### config.mk
export PLATFORM = sky130hd
export DESIGN_NAME = i2c_regbank_arb
export DESIGN_NICKNAME = d
export VERILOG_FILES = /design/src/rtl/i2c_regbank_arb.sv
export SDC_FILE = /design/constraint.sdc
export NUM_CORES = 1
export LEC_CHECK = 0
export CAP_MARGIN = 30
export CORE_MARGIN = 1.5
export CORE_UTILIZATION = 44
export CTS_BUF_LIST = sky130_fd_sc_hd__clkbuf_16
export DETAILED_ROUTE_END_ITERATION = 6
export HOLD_SLACK_MARGIN = 0.15
export PLACE_DENSITY = 0.8
export SETUP_SLACK_MARGIN = 0.02
export SYNTH_ARGS = -nofsm -noshare
export SYNTH_HDL_FRONTEND = slang
export SYNTH_SLANG_ARGS = --single-unit
export TNS_END_PERCENT = 10
### constraint.sdc
create_clock -name clk -period 1.6 [get_ports clk]
set_input_delay 0.32 -clock clk [delete_from_list [all_inputs] [get_ports clk]]
set_output_delay 0.32 -clock clk [all_outputs]
set_load 0.01 [all_outputs]
### src/rtl/i2c_regbank_arb.sv
// Owns the single-port register RAM: serializes buffered I2C writes, I2C read
// prefetches and host req/ack accesses, and keeps the prefetched byte coherent.
module i2c_regbank_arb #(
    parameter int ADDR_W        = 8,
    parameter int HOST_MAX_WAIT = 8
) (
    input  logic              clk,
    input  logic              rst,
    input  logic              i2c_rw,
    input  logic [7:0]        i2c_addr,
    input  logic              i2c_wen,
    input  logic [7:0]        i2c_wdata,
    input  logic              i2c_rdata_used,
    output logic [7:0]        i2c_rdata,
    input  logic              host_req,
    input  logic              host_we,
    input  logic [ADDR_W-1:0] host_addr,
    input  logic [7:0]        host_wdata,
    output logic              host_ack,
    output logic [7:0]        host_rdata,
    output logic              mem_en,
    output logic              mem_we,
    output logic [ADDR_W-1:0] mem_addr,
    output logic [7:0]        mem_wdata,
    input  logic [7:0]        mem_rdata,
    output logic              err_ovf
);
    localparam int WAIT_W = $clog2(HOST_MAX_WAIT + 1) + 1;
    localparam logic [WAIT_W-1:0] WAIT_MAX = WAIT_W'(HOST_MAX_WAIT);

    typedef enum logic [1:0] {IDLE, ISSUE, DONE} state_t;
    typedef enum logic [1:0] {OP_WR, OP_FETCH, OP_HOST} op_t;

    state_t            state, state_nxt;
    op_t               op, op_sel;
    logic              grant;
    logic              host_live;
    logic              host_lose;
    logic              op_we;
    logic [ADDR_W-1:0] op_addr;
    logic [7:0]        op_wdata;

    logic              pend_wr;
    logic [ADDR_W-1:0] wbuf_addr;
    logic [7:0]        wbuf_data;
    logic              wr_clear;

    logic              pend_fetch;
    logic              fvalid;
    logic [ADDR_W-1:0] fetched_addr;
    logic              fetch_busy;
    logic [ADDR_W-1:0] cover_addr;
    logic              cover_ok;
    logic              wr_hit;
    logic              fetch_set;
    logic [ADDR_W-1:0] i2c_addr_t;

    logic [WAIT_W-1:0] wait_cnt;
    logic              unused_inputs;

    assign i2c_addr_t    = i2c_addr[ADDR_W-1:0];
    assign unused_inputs = &{1'b0, i2c_rw, i2c_addr};

    // The ack cycle is already IDLE; masking req there stops a held req from being served twice.
    assign host_live = host_req && !host_ack;

    always_comb begin
        state_nxt = state;
        grant     = 1'b0;
        op_sel    = OP_WR;
        case (state)
            IDLE: begin
                if (host_live && (wait_cnt >= WAIT_MAX)) begin
                    grant  = 1'b1;
                    op_sel = OP_HOST;
                end else if (pend_wr) begin
                    grant  = 1'b1;
                    op_sel = OP_WR;
                end else if (pend_fetch) begin
                    grant  = 1'b1;
                    op_sel = OP_FETCH;
                end else if (host_live) begin
                    grant  = 1'b1;
                    op_sel = OP_HOST;
                end
                if (grant) begin
                    state_nxt = ISSUE;
                end
            end
            ISSUE:   state_nxt = DONE;
            DONE:    state_nxt = IDLE;
            default: state_nxt = IDLE;
        endcase
    end

    assign host_lose = host_live && grant && (op_sel != OP_HOST);
    assign wr_clear  = (state == ISSUE) && (op == OP_WR);

    // While a fetch is in flight its address is what the read byte will cover, so
    // compare against it instead of the stale fetched_addr to avoid a redundant refetch.
    assign fetch_busy = (state != IDLE) && (op == OP_FETCH);
    assign cover_addr = fetch_busy ? op_addr : fetched_addr;
    assign cover_ok   = fetch_busy || fvalid;
    assign wr_hit     = (state == ISSUE) && op_we && (op_addr == cover_addr);
    assign fetch_set  = i2c_rdata_used || !cover_ok || (i2c_addr_t != cover_addr) || wr_hit;

    assign mem_en    = (state == ISSUE);
    assign mem_we    = mem_en && op_we;
    assign mem_addr  = mem_en ? op_addr  : '0;
    assign mem_wdata = mem_en ? op_wdata : '0;

    always_ff @(posedge clk or posedge rst) begin
        if (rst) begin
            state        <= IDLE;
            op           <= OP_WR;
            op_we        <= 1'b0;
            pend_wr      <= 1'b0;
            err_ovf      <= 1'b0;
            pend_fetch   <= 1'b1;
            fvalid       <= 1'b0;
            fetched_addr <= '0;
            wait_cnt     <= '0;
            host_ack     <= 1'b0;
            host_rdata   <= '0;
            i2c_rdata    <= '0;
        end else begin
            state <= state_nxt;
            if ((state == IDLE) && grant) begin
                op    <= op_sel;
                op_we <= (op_sel == OP_WR) || ((op_sel == OP_HOST) && host_we);
            end

            // An entry already copied into the op registers this cycle is not an overflow victim.
            if (i2c_wen) begin
                pend_wr <= 1'b1;
                if (pend_wr && !wr_clear) begin
                    err_ovf <= 1'b1;
                end
            end else if (wr_clear) begin
                pend_wr <= 1'b0;
            end

            if (fetch_set) begin
                pend_fetch <= 1'b1;
            end else if ((state == ISSUE) && (op == OP_FETCH)) begin
                pend_fetch <= 1'b0;
            end

            if ((state == IDLE) && grant && (op_sel == OP_HOST)) begin
                wait_cnt <= '0;
            end else if (host_lose && (wait_cnt < WAIT_MAX)) begin
                wait_cnt <= wait_cnt + 1'b1;
            end

            host_ack <= (state == DONE) && (op == OP_HOST);
            if (state == DONE) begin
                if (op == OP_FETCH) begin
                    i2c_rdata    <= mem_rdata;
                    fetched_addr <= op_addr;
                    fvalid       <= 1'b1;
                end
                if ((op == OP_HOST) && !op_we) begin
                    host_rdata <= mem_rdata;
                end
            end
        end
    end

    always_ff @(posedge clk) begin
        if (i2c_wen) begin
            wbuf_addr <= i2c_addr_t;
            wbuf_data <= i2c_wdata;
        end
        if ((state == IDLE) && grant) begin
            case (op_sel)
                OP_WR: begin
                    op_addr  <= wbuf_addr;
                    op_wdata <= wbuf_data;
                end
                OP_FETCH: begin
                    op_addr  <= i2c_addr_t;
                    op_wdata <= wbuf_data;
                end
                default: begin
                    op_addr  <= host_addr;
                    op_wdata <= host_wdata;
                end
            endcase
        end
    end
endmodule

==> impl_metrics.csv, run 1 <==
group,metric,value,unit
synthesis,ys_types,49,
sta,max_slew.worst_pin.slew,346,ps
final_layout,drive_gt1_share,33.7,%
drt,postRouteAntennaNets,0,
synthesis,synth_cells,260,
synthesis,yosys-top-cells-area,"edfxtp_1 (29%), dfrtp_1 (28%), mux2_4 (6.7%)",
clock_network,clock_latency,330,ps
critical_path,slowest_delay,400,ps
synthesis,synth_edf_count,32,
synthesis,synthMuxAreaShare,12.4,%
drt,drc,0,
critical_path,arrival,1920,ps
hold_path,hp-class,"input pin to async pin",
drt,via_count,2561,
critical_path,worstRegToRegCells,6,
die,die_x,90.2,um
sta,report.final.hold_viol_count,0,
synthesis,synth_common_cells,"dfrtp_1 (38), edfxtp_1 (32), nand2_1 (28)",
clock_network,clock-sinks,71,
synthesis,synth_fa_ha_area_share,0.748,%
critical_path,critPathSlowestCell,"dfrtp_1",
sta,rsz0062_at_grt,"yes",
clock_network,clock-root-buffer,"clkbuf_16",
sta,max_freq,0.544,GHz
drt,drt-initial-drc-count,179,
synthesis,syn_avg_cell_area,12.9,um^2
final_layout,syn_to_final_growth,51.9,%
pwr,total_leakage_power,2.16,nW
clock_network,clockBufferDepth,2,
final_layout,nNetsFinal,433,
job,cap_violations,0,
synthesis,syn_nets,309,
die,initial_core_util,45.9,%
final_layout,fillCellCount,520,
clock_network,path_clk_slew,60,ps
status,status,"finished with violations",
critical_path,crit_type,"register to register",
synthesis,yosys.area.top_type_share,28.7,%
synthesis,yosys_warnings,0,
status,violations,"setup timing",
grt,antenna_found_initial,0,
synthesis,synthArstFlopShare,54.9,%
drt,wl_per_cell,17.2,um
die,die_h,90.2,um
critical_path,path_cells,"buf_6, buf_6, nor4b_4, o31a_4, buf_12, mux2_4",
pwr,peakVddDrop,0.606,mV
die,rows,31,
pwr,seq_power_share,39.5,%
sta,min_period,1840,ps
pwr,switchingPower,1.82,mW
critical_path,end_kind,"register",
drt,wl,8400,um
sta,skew,6.04,ps
pwr,powerDensity,1330,nW/um^2
grt,overflow,0,
die,die-area,8140,um^2
pwr,p_int,4.94,mW
final_layout,finish.instance_area,5080,um^2
grt,grt_pass1_wl,13600,um
drt,viasPerCell,5.25,
sta,period_share,115,%
grt,grt_max_degree,40,
placed_design,gp_congestion,0.839,
pwr,power_frac_comb,26.9,%
critical_path,worstPathMaxFanout,5,
clock_network,numCtsBuffers,9,
grt,grt_pass1_vias,2735,
placed_design,pre_cts_slack,-460,ps
sta,final-max-slew-violation-count,0,
critical_path,critPathLaunchType,"register",
synthesis,synth_most_common_cell,"dfrtp_1",
synthesis,ys_seq_area_share,57.9,%
critical_path,cpMostUsedCell,"buf_6",
drt,dr.pass1.iters,4,
synthesis,ys.flop_type,"dfrtp_1",
synthesis,synth-xor-area-share,4.45,%
synthesis,yosys.area_share.simple,13.9,%
synthesis,synth_compound_gate_area_share,7.55,%
final_layout,num_antenna_cells,0,
synthesis,synth_top_family_by_area,"simple AND/OR/NAND/NOR gates",
sta,hold_ws,342,ps
sta,setup_violations,59,
pwr,switching_share,26.9,%
pwr,clkPwrFrac,33.6,%
grt,grt_usage,21.5,%
clock_network,cts_max_level,3,
synthesis,yosysTopAreaCell,"edfxtp_1",
placed_design,dpl_cell_area,4520,um^2
clock_network,cts_tree,"built",
die,core-area,7290,um^2
sta,relSlewSlack,76.9,%
placed_design,dpl.hpwl,5440,um
die,io_pins,83,
placed_design,port-buffer-count,81,
critical_path,crit_required,1680,ps
synthesis,synth-seq-cells,71,
sta,fin_ws,-239,ps
synthesis,netlist_area,3350,um^2
[power by group through the flow]
stage | clock network [mW] | registers (mW) | logic [mW]
floorplan | 0 | 2.69 | 0.818
global placement | 0 | 2.65 | 1.72
detailed placement | 0 | 2.68 | 1.77
CTS | 2.29 | 2.66 | 1.80
global route | 2.39 | 2.73 | 1.96
finish | 2.27 | 2.67 | 1.82
[cell usage in the layout (no fill, tap or decap), drive strengths merged, types with 2 or more instances in the layout]
cell type / count
clkdlybuf4s50: 60
buf: 58
dfrtp: 38
edfxtp: 32
mux2: 31
nand2: 28
and2: 18
nor2: 15
xnor2: 11
inv: 10
clkbuf: 9
a22oi: 9
nor2b: 7
xor2: 6
a21oi: 5
nand4: 5
o21ai: 4
a21o: 3
bufinv: 3
or2: 3
nand3: 2
a211oi: 2
nor3: 2
ha: 2
clkinv: 2
dlymetal6s2s: 2
nand2b: 2
o31a: 2
[metrics by stage]
stage          std cells  setup TNS [ps]  total power [mW]  utilization, %
5_1_grt              488          -10150              7.08            69.7
6_report             488           -6480              6.77            69.7
3_3_place_gp         463           -9870              4.37            62.0
3_5_place_dp         463          -10940              4.46            62.0
2_1_floorplan        260            -402              3.51               -
4_1_cts              488           -6050              6.76            69.1
[final timing paths]
path,start,to,slack (ps)
max,state[0],op_wdata[5],-240
min,rst,host_rdata[3],340
max reg2reg,state[0],op_wdata[5],-240
min reg2reg,err_ovf,err_ovf,460
max in group asynchronous,rst,pend_fetch,990
min in group clk,err_ovf,err_ovf,460
[cells by family after synthesis]
| logic type | Yosys count |
|---|---|
| xor gates and xnor gates | 17 |
| and+or+nand+nor | 87 |
| AOI/OAI and AO/OA | 34 |
| muxes | 32 |
| adders and majority gates | 2 |
| buffers and inverters | 17 |
| DFF | 71 |
[registers in the layout (all words and copies together) (netlist names)]
register      count
state             2
op_wdata          8
host_ack          1
fvalid            1
i2c_rdata         8
fetched_addr      8
wbuf_addr         8
op_addr           8
err_ovf           1
wbuf_data         8
pend_fetch        1
wait_cnt          5
pend_wr           1
host_rdata        8
op_we             1
op                2
[routing by layer]
| layer | vias to the layer above | global-route usage, % | share of wire [%] |
|---|---|---|---|
| li1 | 1177 | - | - |
| met1 | 1288 | 25.9 | 40 |
| met2 | 78 | 36.7 | 53 |
| met3 | 18 | 5.33 | 4.3 |
| met4 | 0 | 8.60 | 2.0 |
| met5 | - | 0 | 0 |
[layout make-up]
cell class	instances	area, um^2	share of cell area (%)
clock inverters	7	113	2.21
clock buffers	9	225	4.43
flip-flops and latches	71	1940	38.1
repair buffers	122	1220	24.0
inverters	8	30.0	0.591
well taps	99	124	2.44
multi-input cells	172	1430	28.2
[worst max-delay path: cells and delay by family (launching register included)]
family	cells	cell delay (ps)
AOI/OAI and AO/OA	1	260
DFF	1	400
buffers and inverters	3	370
muxes	1	300
and+or+nand+nor	1	260
[timing repair]
action	4_1_cts	5_1_grt
hold buffers	0	0
cloned	2	0
endpoints found under the setup margin	63	81
buffers inserted	7	0
pin swaps	22	6
gates resized for setup	117	11
(Power assumes the default switching activity.)
==> run 2: changes to the inputs <==
--- a/config.mk
+++ b/config.mk
@@ -6,12 +6,12 @@
 export NUM_CORES = 1
 export LEC_CHECK = 0
 export CAP_MARGIN = 30
-export CORE_MARGIN = 1.5
-export CORE_UTILIZATION = 44
+export CORE_MARGIN = 8
+export CORE_UTILIZATION = 53
 export CTS_BUF_LIST = sky130_fd_sc_hd__clkbuf_16
 export DETAILED_ROUTE_END_ITERATION = 6
 export HOLD_SLACK_MARGIN = 0.15
-export PLACE_DENSITY = 0.8
+export PLACE_DENSITY = 0.9
 export SETUP_SLACK_MARGIN = 0.02
 export SYNTH_ARGS = -nofsm -noshare
 export SYNTH_HDL_FRONTEND = slang
==> constraint.sdc (replaced) <==
create_clock -name clk -period 2.3 [get_ports clk]
set_input_delay 0.46 -clock clk [delete_from_list [all_inputs] [get_ports clk]]
set_output_delay 0.46 -clock clk [all_outputs]
set_load 0.01 [all_outputs]
==> run 2 against run 1 <==
The run now ends clean. Clock skew is 1.9 ps lower. Total power is 32% lower. Core utilization is 5.2 points higher. Die area increased by 12%. Highest routed layer unchanged.
==> impl_metrics.csv, run 2 (synthesis results as in run 1) <==
group,metric,value,unit
status,status,"completed",
placed_design,port-buffer-count,81,
pwr,peakVddDrop,0.745,mV
critical_path,arrival,1720,ps
final_layout,drive_gt1_share,18.2,%
pwr,powerDensity,990,nW/um^2
sta,skew,4.14,ps
placed_design,dpl_cell_area,4310,um^2
drt,wl,9050,um
clock_network,cts_tree,"built",
job,cap_violations,0,
grt,grt_pass1_wl,14200,um
die,die_x,95.5,um
sta,max_slew.worst_pin.slew,516,ps
critical_path,crit_end,"mem_en",
drt,viasPerCell,5.73,
die,io_pins,83,
sta,min_period,2180,ps
critical_path,end_kind,"primary output",
sta,period_share,94.9,%
drt,drc,0,
placed_design,gp_congestion,0.848,
critical_path,critPathSlowestCell,"clkdlybuf4s50_1",
die,die-area,9110,um^2
clock_network,clockBufferDepth,2,
sta,hold_ws,479,ps
critical_path,worstPathMaxFanout,8,
die,core-area,6240,um^2
final_layout,finish.instance_area,4680,um^2
critical_path,ff2ff_setup_slack,400,ps
drt,wl_per_cell,20.6,um
drt,drt-initial-drc-count,213,
die,die_h,95.5,um
sta,max_freq,0.458,GHz
final_layout,nNetsFinal,407,
hold_path,hp-class,"register to register",
drt,postRouteAntennaNets,0,
hold_path,min_from,"err_ovf",
final_layout,multi_input_area,1320,um^2
critical_path,worstRegToRegCells,5,
grt,overflow,0,
placed_design,pre_cts_slack,96.0,ps
critical_path,critPathLaunchType,"register",
sta,report.final.hold_viol_count,0,
critical_path,crit_type,"register to primary output",
critical_path,rr_endpoint,"op_wdata[7]",
sta,relSlewSlack,65.6,%
clock_network,clock-root-buffer,"clkbuf_16",
grt,grt_max_degree,40,
final_layout,mostFrequentLayoutCells,"clkdlybuf4s50_1 (67), dfrtp_1 (38), edfxtp_1 (32), nand2_1 (28), and2_1 (18)",
grt,antenna_found_initial,0,
clock_network,clock_latency,330,ps
grt,grt_usage,21.0,%
clock_network,numCtsBuffers,9,
final_layout,num_antenna_cells,0,
pwr,total_leakage_power,2.01,nW
sta,final-max-slew-violation-count,0,
placed_design,place_inst,423,
sta,fin_ws,117,ps
final_layout,seqCellArea,1940,um^2
sta,setup_violations,0,
placed_design,dpl.hpwl,6000,um
sta,fin_tns_setup,0,ps
final_layout,final_common_cell,"clkdlybuf4s50_1",
final_layout,syn_to_final_growth,39.7,%
sta,rsz0062_at_grt,"no",
critical_path,rr_startpoint,"state[1]",
drt,via_count,2523,
clock_network,hold_buffers,0,
final_layout,fillCellCount,392,
critical_path,crit_required,1840,ps
die,rows,29,
drt,dr.pass1.iters,5,
clock_network,cts_max_level,3,
critical_path,path_cells,"nor2b_4, clkbuf_4, clkdlybuf4s50_1",
clock_network,clock-sinks,71,
final_layout,fin_cells,440,
critical_path,slowest_delay,560,ps
critical_path,critPathLaunch,"state[1]",
clock_network,path_clk_slew,60,ps
die,initial_core_util,53.6,%
grt,grt_pass1_vias,2684,
[run 2: cell count changes in the layout (fill, tap and decap cells not counted), moves of 4 or more]
cell             delta
dlygate4sd2_1       +4
buf_4               -9
and2_1              +8
clkdlybuf4s50_1     +7
buf_2              -10
dlymetal6s2s_1      +7
buf_12              -4
and2_4              -8
buf_6              -19
[run 2: per-stage QoR]
step | util [%] | power (mW)
floorplan | - | 2.44
global placement | 69.0 | 2.99
detailed placement | 69.0 | 3.05
CTS | 74.4 | 4.66
global route | 74.9 | 4.83
finish | 74.9 | 4.63
[run 2: report_power, final]
part	total (mW)	switching (mW)	leakage (nW)	internal [mW]
clock	1.57	0.520	0.163	1.05
sequential	1.87	0.240	0.777	1.63
combinational	1.19	0.509	1.07	0.682
[run 2: critical path: cells and delay by family (launching register included)]
family / cells / cell delay [ps]
flops: 1 / 410
simple gates: 1 / 180
buf+inv: 2 / 790
[run 2: layout make-up]
cell class	instances	area share (%)
tap	77	2.06
clock buffer	9	4.82
multi-input combinational	172	28.2
inverter	8	0.642
timing repair buffer	96	20.4
sequential	71	41.4
clock inverter	7	2.38
[run 2: worst min path at each step]
stage                               to  slack (ps)  cells past startpoint
after floorplan                 fvalid         440                      1
after global placement          fvalid         460                      1
after global routing      i2c_rdata[4]         510                      1
after detailed placement        fvalid         460                      1
after CTS                      err_ovf         490                      1
final                          err_ovf         480                      1
[run 2: what timing repair did]
| item | in CTS | in global routing |
|---|---|---|
| hold endpoints to repair | 0 | 0 |
| setup endpoints to repair | 14 | 9 |
| gates resized for setup | 7 | 11 |
| gates cloned | 0 | 1 |
| setup buffers | 0 | 0 |
[run 2: per-layer routing]
metal / vias up / wire, um / part of all wire [%] / GRT usage [%]
met5: - / 0 / 0 / 0
met4: 0 / 276 / 3.0 / 9.86
met3: 26 / 475 / 5.2 / 4.80
met2: 109 / 4880 / 54 / 37.0
met1: 1268 / 3420 / 38 / 23.6
li1: 1120 / - / - / -
==> run 3: changes to the inputs <==
--- a/config.mk
+++ b/config.mk
@@ -5,9 +5,11 @@
 export SDC_FILE = /design/constraint.sdc
 export NUM_CORES = 1
 export LEC_CHECK = 0
-export CAP_MARGIN = 30
+export CAP_MARGIN = 5
+export CELL_PAD_IN_SITES_DETAIL_PLACEMENT = 1
+export CELL_PAD_IN_SITES_GLOBAL_PLACEMENT = 1
 export CORE_MARGIN = 8
-export CORE_UTILIZATION = 53
+export CORE_UTILIZATION = 42
 export CTS_BUF_LIST = sky130_fd_sc_hd__clkbuf_16
 export DETAILED_ROUTE_END_ITERATION = 6
 export HOLD_SLACK_MARGIN = 0.15
==> run 3 against run 2 <==
Sequential power barely moved. Wire length grew 7.5%. Clock power decreased by 6%. Clock skew up 6.2 ps. Critical path depth is 1 higher. Final area is 0.21% lower. Largest cell class unchanged. Largest power group unchanged.
==> impl_metrics.csv, run 3 (synthesis results as in run 1) <==
group,metric,value,unit
grt,grt_max_degree,40,
drt,drt-initial-drc-count,79,
final_layout,syn_to_final_growth,39.4,%
pwr,power_frac_comb,26.4,%
critical_path,arrival,1770,ps
pwr,powerDensity,978,nW/um^2
placed_design,gp_congestion,0.767,
final_layout,mostFrequentLayoutCells,"clkdlybuf4s50_1 (78), dfrtp_1 (38), edfxtp_1 (32), nand2_1 (28), and2_1 (18)",
sta,final-max-slew-violation-count,0,
final_layout,num_antenna_cells,0,
die,core-area,7730,um^2
sta,max_slew.worst_pin.slew,717,ps
placed_design,port-buffer-count,81,
drt,dr.pass1.iters,4,
pwr,total_leakage_power,1.92,nW
critical_path,crit_type,"register to primary output",
sta,period_share,96.9,%
critical_path,slowest_delay,560,ps
critical_path,path_cells,"nor2b_4, buf_6, and2_1, clkdlybuf4s50_1",
sta,max_freq,0.449,GHz
clock_network,clockBufferDepth,2,
clock_network,numCtsBuffers,9,
pwr,seq_power_share,41.1,%
sta,fin_ws,71.1,ps
critical_path,critPathLaunch,"state[1]",
hold_path,hp-class,"register to register",
pwr,peakVddDrop,0.476,mV
clock_network,cts_max_level,3,
die,die_x,105,um
hold_path,min_from,"err_ovf",
status,status,"completed",
die,initial_core_util,43.3,%
pwr,switchingPower,1.30,mW
clock_network,path_clk_slew,60,ps
clock_network,clock-sinks,71,
die,die_h,105,um
pwr,finalPower,4.56,mW
critical_path,rr_startpoint,"pend_fetch",
sta,min_period,2230,ps
sta,fin_tns_setup,0,ps
clock_network,cts_tree,"built",
critical_path,critPathSlowestCell,"clkdlybuf4s50_1",
grt,grt_usage,18.3,%
sta,skew,10.4,ps
final_layout,nNetsFinal,406,
grt,antenna_found_initial,0,
clock_network,clock_latency,330,ps
drt,drc,0,
sta,relSlewSlack,52.0,%
placed_design,dpl_cell_area,4330,um^2
critical_path,critPathLaunchType,"register",
grt,grt_pass1_vias,2891,
final_layout,finish.instance_area,4670,um^2
drt,viasPerCell,5.29,
critical_path,crit_required,1840,ps
sta,rsz0062_at_grt,"yes",
clock_network,clock-root-buffer,"clkbuf_16",
sta,setup_violations,0,
die,rows,32,
final_layout,fin_util,60.4,%
drt,via_count,2454,
placed_design,dpl.hpwl,6690,um
drt,wl_per_cell,21.0,um
grt,grt_pass1_wl,15900,um
grt,overflow,0,
final_layout,final_common_cell,"clkdlybuf4s50_1",
pwr,switching_share,28.4,%
drt,postRouteAntennaNets,0,
final_layout,drive_gt1_share,18.0,%
critical_path,end_kind,"primary output",
drt,wl,9730,um
die,io_pins,83,
placed_design,pre_cts_slack,21.5,ps
sta,report.final.hold_viol_count,0,
pwr,clkPwrFrac,32.5,%
die,die-area,11100,um^2
job,cap_violations,0,
critical_path,worstPathMaxFanout,10,
pwr,p_int,3.27,mW
## run 3: changes by cell type in the layout (fill, tap and decap cells not counted), sizes merged
cell and delta:
clkdlybuf4s50 +11, inv +1, clkbuf -1, dlygate4sd2 -3, dlymetal6s2s -8, bufinv -1
## run 3: layer usage
metal	wire, um	share of wire [%]	global-route usage [%]	vias to the layer above
li1	-	-	-	1118
met1	3710	38	20.1	1249
met2	5300	54	32.6	64
met3	440	4.5	3.84	23
met4	277	2.8	9.68	0
met5	0	0	0	-
## run 3: per-stage QoR
step / std cells / hold slack, ps
floorplan: 260 / 439
global placement: 447 / 454
detailed placement: 447 / 463
CTS: 463 / 477
global route: 464 / 501
finish: 464 / 468
## run 3: power by group through the flow
stage	Clock [mW]	Combinational, mW	Sequential (mW)
floorplan	0	0.569	1.87
global placement	0	1.14	1.86
detailed placement	0	1.20	1.89
CTS	1.50	1.22	1.88
global route	1.54	1.30	1.92
finish	1.48	1.20	1.88
## run 3: cell type report
| cell class | count | area [um^2] |
|---|---|---|
| fill | 771 | 3060 |
| clock buffer | 9 | 225 |
| tap | 102 | 128 |
| sequential | 71 | 1940 |
| timing repair buffer | 95 | 936 |
| clock inverter | 7 | 90.1 |
| inverter | 8 | 30.0 |
| multi-input combinational | 172 | 1320 |
## run 3: worst paths after layout
check | slack (ps) | endpoint | cells past startpoint
setup reg to reg | 340 | op_addr[4] | 5
max in group asynchronous | 1370 | fvalid | 3
hold / removal | 470 | err_ovf | 1
setup / recovery | 70 | mem_addr[1] | 4
min in group asynchronous | 570 | op_we | 3
hold reg to reg | 470 | err_ovf | 1
## run 3: worst max-delay path, delay by kind of cell (launching register included)
family	cells	cell delay, ps
DFF	1	410
buffers and inverters	2	720
and+or+nand+nor	2	310
## run 3: what timing repair did
item                                    in CTS  in global routing
buffers inserted                             0                  0
cloned                                       0                  1
gates resized for setup                      3                  6
hold endpoints to repair                     0                  0
hold buffers                                 0                  0
endpoints found under the setup margin       5                 13
